--- src/rtl/spike_window_classifier.sv ---
// Windowed spike-count readout: accumulates per-class spikes over WINDOW_LEN cycles,
// scans for the argmax and pulses valid_o. Optional tie flag: SNN_CLASSIFIER_TIE_FLAG_EN.
module spike_window_classifier #(
    parameter int NUM_CLASSES = 10,
    parameter int WIDTH_P     = 8,
    parameter int WINDOW_LEN  = 64
) (
    input  logic                           clk_i,
    input  logic                           rst_ni,
    input  logic                           en_i,
    input  logic [NUM_CLASSES-1:0]         spike_i,
    output logic [$clog2(NUM_CLASSES)-1:0] class_o,
    output logic [WIDTH_P-1:0]             max_count_o,
    output logic                           valid_o,
    output logic                           busy_o
`ifdef SNN_CLASSIFIER_TIE_FLAG_EN
    ,
    output logic                           tie_o
`endif
);

    localparam int IDX_W = $clog2(NUM_CLASSES);
    localparam int TMR_W = $clog2(WINDOW_LEN);
    localparam logic [IDX_W-1:0]   LAST_IDX = IDX_W'(NUM_CLASSES - 1);
    localparam logic [TMR_W-1:0]   LAST_TMR = TMR_W'(WINDOW_LEN - 1);
    localparam logic [WIDTH_P-1:0] CNT_MAX  = {WIDTH_P{1'b1}};

    typedef enum logic [1:0] {
        IDLE   = 2'd0,
        ACCUM  = 2'd1,
        SCAN   = 2'd2,
        REPORT = 2'd3
    } state_t;

    state_t               state_r;
    state_t               state_nxt_s;
    logic [WIDTH_P-1:0]   cnt_r [NUM_CLASSES];
    logic [TMR_W-1:0]     timer_r;
    logic [IDX_W-1:0]     idx_r;
    logic [WIDTH_P-1:0]   best_cnt_r;
    logic [IDX_W-1:0]     best_idx_r;
    logic [IDX_W-1:0]     class_r;
    logic [WIDTH_P-1:0]   max_count_r;
    logic                 valid_r;

    logic [WIDTH_P-1:0]   scan_cnt_s;
    logic                 win_s;
    logic [WIDTH_P-1:0]   best_cnt_nxt_s;
    logic [IDX_W-1:0]     best_idx_nxt_s;

`ifdef SNN_CLASSIFIER_TIE_FLAG_EN
    logic                 tie_track_r;
    logic                 tie_r;
    logic                 tie_nxt_s;
`endif

    // Next-state decode; dropping en_i in ACCUM or SCAN abandons the window.
    always_comb begin
        state_nxt_s = state_r;
        case (state_r)
            IDLE: begin
                if (en_i) state_nxt_s = ACCUM;
                else      state_nxt_s = IDLE;
            end
            ACCUM: begin
                if (!en_i)                  state_nxt_s = IDLE;
                else if (timer_r == LAST_TMR) state_nxt_s = SCAN;
                else                        state_nxt_s = ACCUM;
            end
            SCAN: begin
                if (!en_i)                state_nxt_s = IDLE;
                else if (idx_r == LAST_IDX) state_nxt_s = REPORT;
                else                      state_nxt_s = SCAN;
            end
            REPORT: begin
                if (en_i) state_nxt_s = ACCUM;
                else      state_nxt_s = IDLE;
            end
            default: state_nxt_s = IDLE;
        endcase
    end

    // Sequential argmax step: strict compare keeps the lowest index on ties.
    always_comb begin
        scan_cnt_s     = cnt_r[idx_r];
        win_s          = (scan_cnt_s > best_cnt_r);
        best_cnt_nxt_s = best_cnt_r;
        best_idx_nxt_s = best_idx_r;
        if (win_s) begin
            best_cnt_nxt_s = scan_cnt_s;
            best_idx_nxt_s = idx_r;
        end else begin
            best_cnt_nxt_s = best_cnt_r;
            best_idx_nxt_s = best_idx_r;
        end
    end

`ifdef SNN_CLASSIFIER_TIE_FLAG_EN
    // Tie tracking: another class matches the current best; a strict win clears it.
    always_comb begin
        tie_nxt_s = tie_track_r;
        if (win_s) begin
            tie_nxt_s = 1'b0;
        end else if ((scan_cnt_s == best_cnt_r) && (idx_r != best_idx_r)) begin
            tie_nxt_s = 1'b1;
        end else begin
            tie_nxt_s = tie_track_r;
        end
    end
`endif

    // State, counters, scan registers and registered result.
    always_ff @(posedge clk_i or negedge rst_ni) begin
        if (!rst_ni) begin
            state_r     <= IDLE;
            timer_r     <= '0;
            idx_r       <= '0;
            best_cnt_r  <= '0;
            best_idx_r  <= '0;
            class_r     <= '0;
            max_count_r <= '0;
            valid_r     <= 1'b0;
            for (int i = 0; i < NUM_CLASSES; i++) cnt_r[i] <= '0;
`ifdef SNN_CLASSIFIER_TIE_FLAG_EN
            tie_track_r <= 1'b0;
            tie_r       <= 1'b0;
`endif
        end else begin
            state_r <= state_nxt_s;
            valid_r <= 1'b0;
            case (state_r)
                ACCUM: begin
                    if (en_i) begin
                        for (int i = 0; i < NUM_CLASSES; i++) begin
                            if (spike_i[i] && (cnt_r[i] != CNT_MAX)) begin
                                cnt_r[i] <= cnt_r[i] + WIDTH_P'(1);
                            end
                        end
                        if (timer_r == LAST_TMR) begin
                            timer_r    <= '0;
                            idx_r      <= '0;
                            best_cnt_r <= '0;
                            best_idx_r <= '0;
`ifdef SNN_CLASSIFIER_TIE_FLAG_EN
                            tie_track_r <= 1'b0;
`endif
                        end else begin
                            timer_r <= timer_r + TMR_W'(1);
                        end
                    end else begin
                        timer_r <= '0;
                        for (int i = 0; i < NUM_CLASSES; i++) cnt_r[i] <= '0;
                    end
                end
                SCAN: begin
                    if (en_i) begin
                        best_cnt_r <= best_cnt_nxt_s;
                        best_idx_r <= best_idx_nxt_s;
                        idx_r      <= idx_r + IDX_W'(1);
`ifdef SNN_CLASSIFIER_TIE_FLAG_EN
                        tie_track_r <= tie_nxt_s;
`endif
                        if (idx_r == LAST_IDX) begin
                            class_r     <= best_idx_nxt_s;
                            max_count_r <= best_cnt_nxt_s;
                            valid_r     <= 1'b1;
`ifdef SNN_CLASSIFIER_TIE_FLAG_EN
                            tie_r       <= tie_nxt_s;
`endif
                        end
                    end else begin
                        idx_r <= '0;
                        for (int i = 0; i < NUM_CLASSES; i++) cnt_r[i] <= '0;
                    end
                end
                REPORT: begin
                    timer_r <= '0;
                    for (int i = 0; i < NUM_CLASSES; i++) cnt_r[i] <= '0;
                end
                IDLE: begin
                    timer_r <= '0;
                    for (int i = 0; i < NUM_CLASSES; i++) cnt_r[i] <= '0;
                end
                default: begin
                    timer_r <= '0;
                    for (int i = 0; i < NUM_CLASSES; i++) cnt_r[i] <= '0;
                end
            endcase
        end
    end

    assign class_o     = class_r;
    assign max_count_o = max_count_r;
    assign valid_o     = valid_r;
    assign busy_o      = (state_r != IDLE);
`ifdef SNN_CLASSIFIER_TIE_FLAG_EN
    assign tie_o       = tie_r;
`endif

endmodule

--- config.mk ---
export PLATFORM = sky130hd
export DESIGN_NAME = spike_window_classifier
export DESIGN_NICKNAME = d
export VERILOG_FILES = /design/src/rtl/spike_window_classifier.sv
export SDC_FILE = /design/constraint.sdc
export NUM_CORES = 1
export LEC_CHECK = 0
export ABC_AREA = 1
export BUFFER_PORTS_ARGS = -buffer_cell sky130_fd_sc_hd__buf_2
export CAP_MARGIN = 20
export CORE_UTILIZATION = 30
export DETAILED_ROUTE_END_ITERATION = 7
export SKIP_CTS_REPAIR_TIMING = 1
export SYNTH_ARGS = -nofsm -noshare
export SYNTH_HDL_FRONTEND = slang
export SYNTH_SLANG_ARGS = --single-unit
--- constraint.sdc ---
create_clock -name clk_i -period 3.4 [get_ports clk_i]
set_clock_uncertainty 0.05 [all_clocks]
set_input_delay 0.34 -clock clk_i [delete_from_list [all_inputs] [get_ports clk_i]]
set_output_delay 0.34 -clock clk_i [all_outputs]
set_load 0.01 [all_outputs]
==> implementation parameters <==
Parameter                              Value

Status
  Run status    finished with violations
  Violated checks    hold timing

Timing
  Worst slew slack as a fraction of its limit    48.35%
  Worst hold margin    -0.06452 ns
  Final setup vio count    0
  Setup repair after global routing missed its margin    no
  Sum of negative setup slack    0 ns
  Number of endpoints with negative hold slack in the final report    55
  Portion of the clock cycle consumed by the worst path in the final layout    82.23%
  Setup slack of the critical path after layout    0.6043 ns
  Number of max-slew violations in the final report    0
  Upper clock frequency limit    357.7 MHz
  Min cycle time layout    2.796 ns
  Slew at the pin with the worst max-slew slack    0.7748 ns

Routing
  Average wire per standard cell    13.35 um
  Initial DRC Count    463
  Total wire length    18780 um
  Number of vias per cell    4.750
  Antenna viol nets, final    0
  Total iterations of the first detailed-routing run    5
  Total via count after detailed routing    6683
  Total DRC errors in the routed layout    0

Synthesis
  Post-synthesis instance area    7532 um^2
  EDFF count, synth    0
  Mapped Nets    1097
  Leading cell types by count after synthesis    336 x sky130_fd_sc_hd__nand2_1, 147 x sky130_fd_sc_hd__nand3_1, 144 x sky130_fd_sc_hd__inv_1
  Post-synthesis average cell area    7.113 um^2
  Synth area leaders    sky130_fd_sc_hd__dfrtp_1 39%, sky130_fd_sc_hd__nand2_1 17%, sky130_fd_sc_hd__nand3_1 9.8%
  Synth unique cells    39
  Synthesized flop and latch total    117
  Most common cell in the synthesized netlist    sky130_fd_sc_hd__nand2_1
  Post-synth top flop    sky130_fd_sc_hd__dfrtp_1
  Library cell occupying the most area in the post-synthesis netlist    sky130_fd_sc_hd__dfrtp_1
  Proportion of synthesized flip-flops having asynchronous set or reset    100.0%
  Top cell type's share of synthesized area    38.87%
  Sequential area share after synthesis    38.87%
  Number of warnings reported in the yosys synthesis log    0
  Number of cells produced by synthesis    1059

Floorplan
  Area inside the core boundary    24460 um^2
  Effective utilization at floorplan    30.79%
  Total die area    25750 um^2
  Horizontal extent of the die    160.5 um
  Vertical die dimension    160.5 um
  I/O pins    27
  Std-Cell Rows    57

Global route
  Pin count of the biggest net entering global routing    59
  Total global-route track usage    15.53%
  Remaining global-route overflow    0
  Antenna violations before repair    0
  First-pass GRT wire length    32040 um
  Vias in the first global route    6370

Layout
  Area of all sequential standard cells    2928 um^2
  Share of post-route cells with drive strength above 1    9.049%
  Multi-input gate area in the final layout    3745 um^2
  Number of fill cells    2611
  Area grow syn2layout    11.58%
  Number of antenna diodes    0
  Net count reported at finish    1109

Clocking
  Source-to-sink clock delay at the later pin of the worst-skew pair    0.42 ns
  Clock tree root buffer cell    sky130_fd_sc_hd__clkbuf_16
  CTS tree    yes
  Longest Clk Path Bufs    2
  Clk pin slew, worst setup/hold paths    0.06 ns
  Total clock buffers created by CTS    17
  CTS HTree Levels    4
  Clock sink count    117

Power and ir drop
  Switching power total    2.449 mW
  Fraction of power consumed by combinational cells    41.2%
  Relative contribution of the clock network to total power    30.2%
  Leakage dissipation    4.343 nW
  Sw Share    42.31%
  P_int    3.340 mW
  Sequential cell fraction of total power    28.6%
  VDD IR-drop max    297.9 uV
  Power density over cell area    688.7 nW/um^2

Worst setup path
  Critical-path maximum fanout    53
  Crit Path Category    register to register
  Worst setup EP type    register
  Crit path DAT    3.04 ns
  Type of element launching the critical path    register
  Worst path required time    3.64 ns

Flow run
  Number of max-capacitance violations reported    0

Place
  Worst Setup Slack post-DPL    0.6475 ns
  Port Buffers    26
  Total half-perimeter wirelength after legalization and detailed placement    13320 um
  RD Place Congestion    0.8522

Hold path
  Type of the worst min-delay path    input pin to async pin
-- cell type report --
class                      count  area share (%)
sequential                   117           34.84
tap                          324           4.824
clock buffer                  21           5.360
multi-input combinational    751           44.56
inverter                     150           6.848
timing repair buffer          34           2.293
clock inverter                10           1.280
-- path summary, 6_finish.rpt --
path                       depth (start not counted)                          to  slack [ns]                        from
min                                                1       cnt_r[63]$_DFFE_PN0P_       -0.06                      rst_ni
max reg2reg                                       17   best_idx_r[3]$_DFFE_PN0P_        0.60        idx_r[0]$_DFFE_PN0P_
max in group asynchronous                          2       cnt_r[38]$_DFFE_PN0P_        2.54                      rst_ni
min in group clk_i                                 4       cnt_r[47]$_DFFE_PN0P_        0.29                  spike_i[4]
max                                               17   best_idx_r[3]$_DFFE_PN0P_        0.60        idx_r[0]$_DFFE_PN0P_
min reg2reg                                        2  max_count_o[5]$_DFFE_PN0P_        0.42  max_count_o[5]$_DFFE_PN0P_
-- critical path, stage by stage, from the launching register on --
cell and delay, ns:
sky130_fd_sc_hd__dfrtp_1 0.35, sky130_fd_sc_hd__buf_4 0.42, sky130_fd_sc_hd__nand2_1 0.11, sky130_fd_sc_hd__nand3_1 0.11, sky130_fd_sc_hd__nand3_1 0.12, sky130_fd_sc_hd__nand3_1 0.13, sky130_fd_sc_hd__nand2_1 0.09, sky130_fd_sc_hd__ha_1 0.32
sky130_fd_sc_hd__nand2_1 0.08, sky130_fd_sc_hd__nand2_1 0.05, sky130_fd_sc_hd__nand2_1 0.05, sky130_fd_sc_hd__nand2_1 0.04, sky130_fd_sc_hd__nand2_1 0.07, sky130_fd_sc_hd__nand2_1 0.05, sky130_fd_sc_hd__nand2_1 0.30, sky130_fd_sc_hd__nand2_1 0.12
sky130_fd_sc_hd__nand3_1 0.10, sky130_fd_sc_hd__o21ai_0 0.09
-- registers in the layout, summed over array words and instances (netlist names) --
signal	cells
cnt_r	80
max_count_o	8
timer_r	6
state_r	2
idx_r	4
class_o	4
best_idx_r	4
valid_o	1
best_cnt_r	8
-- kinds of logic after synthesis --
logic type      after synthesis  share of synthesized area, %
flops                       117                         38.87
simple gates                578                         33.42
xor+xnor                     11                         1.279
fa+ha+maj                    25                         4.153
compound gates              137                         10.86
buf+inv                     191                         11.41
-- cells in the final DEF (no fill, tap or decap), types with 2 or more instances in the layout --
cell type	n
sky130_fd_sc_hd__a21oi_1	23
sky130_fd_sc_hd__a21oi_2	2
sky130_fd_sc_hd__a21oi_4	6
sky130_fd_sc_hd__buf_2	25
sky130_fd_sc_hd__buf_4	9
sky130_fd_sc_hd__bufinv_16	2
sky130_fd_sc_hd__clkbuf_1	3
sky130_fd_sc_hd__clkbuf_16	17
sky130_fd_sc_hd__clkinv_2	5
sky130_fd_sc_hd__clkinvlp_4	3
sky130_fd_sc_hd__dfrtp_1	117
sky130_fd_sc_hd__ha_1	25
sky130_fd_sc_hd__inv_1	144
sky130_fd_sc_hd__inv_2	3
sky130_fd_sc_hd__nand2_1	336
sky130_fd_sc_hd__nand2_2	4
sky130_fd_sc_hd__nand2_4	2
sky130_fd_sc_hd__nand3_1	147
sky130_fd_sc_hd__nand4_1	17
sky130_fd_sc_hd__nor2_1	45
sky130_fd_sc_hd__nor2_2	3
sky130_fd_sc_hd__nor3_1	8
sky130_fd_sc_hd__nor3_2	3
sky130_fd_sc_hd__nor3b_1	7
sky130_fd_sc_hd__nor4_1	4
sky130_fd_sc_hd__o21a_1	8
sky130_fd_sc_hd__o21ai_0	79
sky130_fd_sc_hd__o21ai_1	7
sky130_fd_sc_hd__o21ai_2	8
sky130_fd_sc_hd__xor2_1	11
-- power by group through the flow --
stage | Sequential, mW | Clock (mW) | Combinational [mW]
after global routing | 1.68 | 1.85 | 2.73
after global placement | 1.68 | 0 | 2.37
after detailed placement | 1.68 | 0 | 2.38
final | 1.66 | 1.75 | 2.38
after CTS | 1.65 | 1.79 | 2.40
after floorplan | 1.64 | 0 | 1.87
-- through the flow --
stage / hold WS, ns / power [mW] / std cells / util [%] / cell area, um^2
6_report: -0.06452 / 5.788 / 1407 / 34.36 / 8404
5_1_grt: 0.01251 / 6.252 / 1407 / 34.36 / 8404
4_1_cts: -0.03078 / 5.840 / 1407 / 34.36 / 8404
3_5_place_dp: 0.4114 / 4.054 / 1376 / 32.08 / 7846
3_3_place_gp: 0.4121 / 4.045 / 1376 / 32.08 / 7846
2_1_floorplan: -0.005591 / 3.509 / 1059 / - / 7532
-- metal layers --
metal  GRT usage (%)  routed length (um)  vias to the layer above  share of wire (%)
met5               0                   0                        -                  0
met4           5.455                 361                        0                1.9
met3           3.048                 607                       25                3.2
met2           24.50                8684                      121                 46
met1           21.09                9130                     3116                 49
li1                -                   -                     3421                  -
No activity file was read; power rests on OpenSTA's default activity.
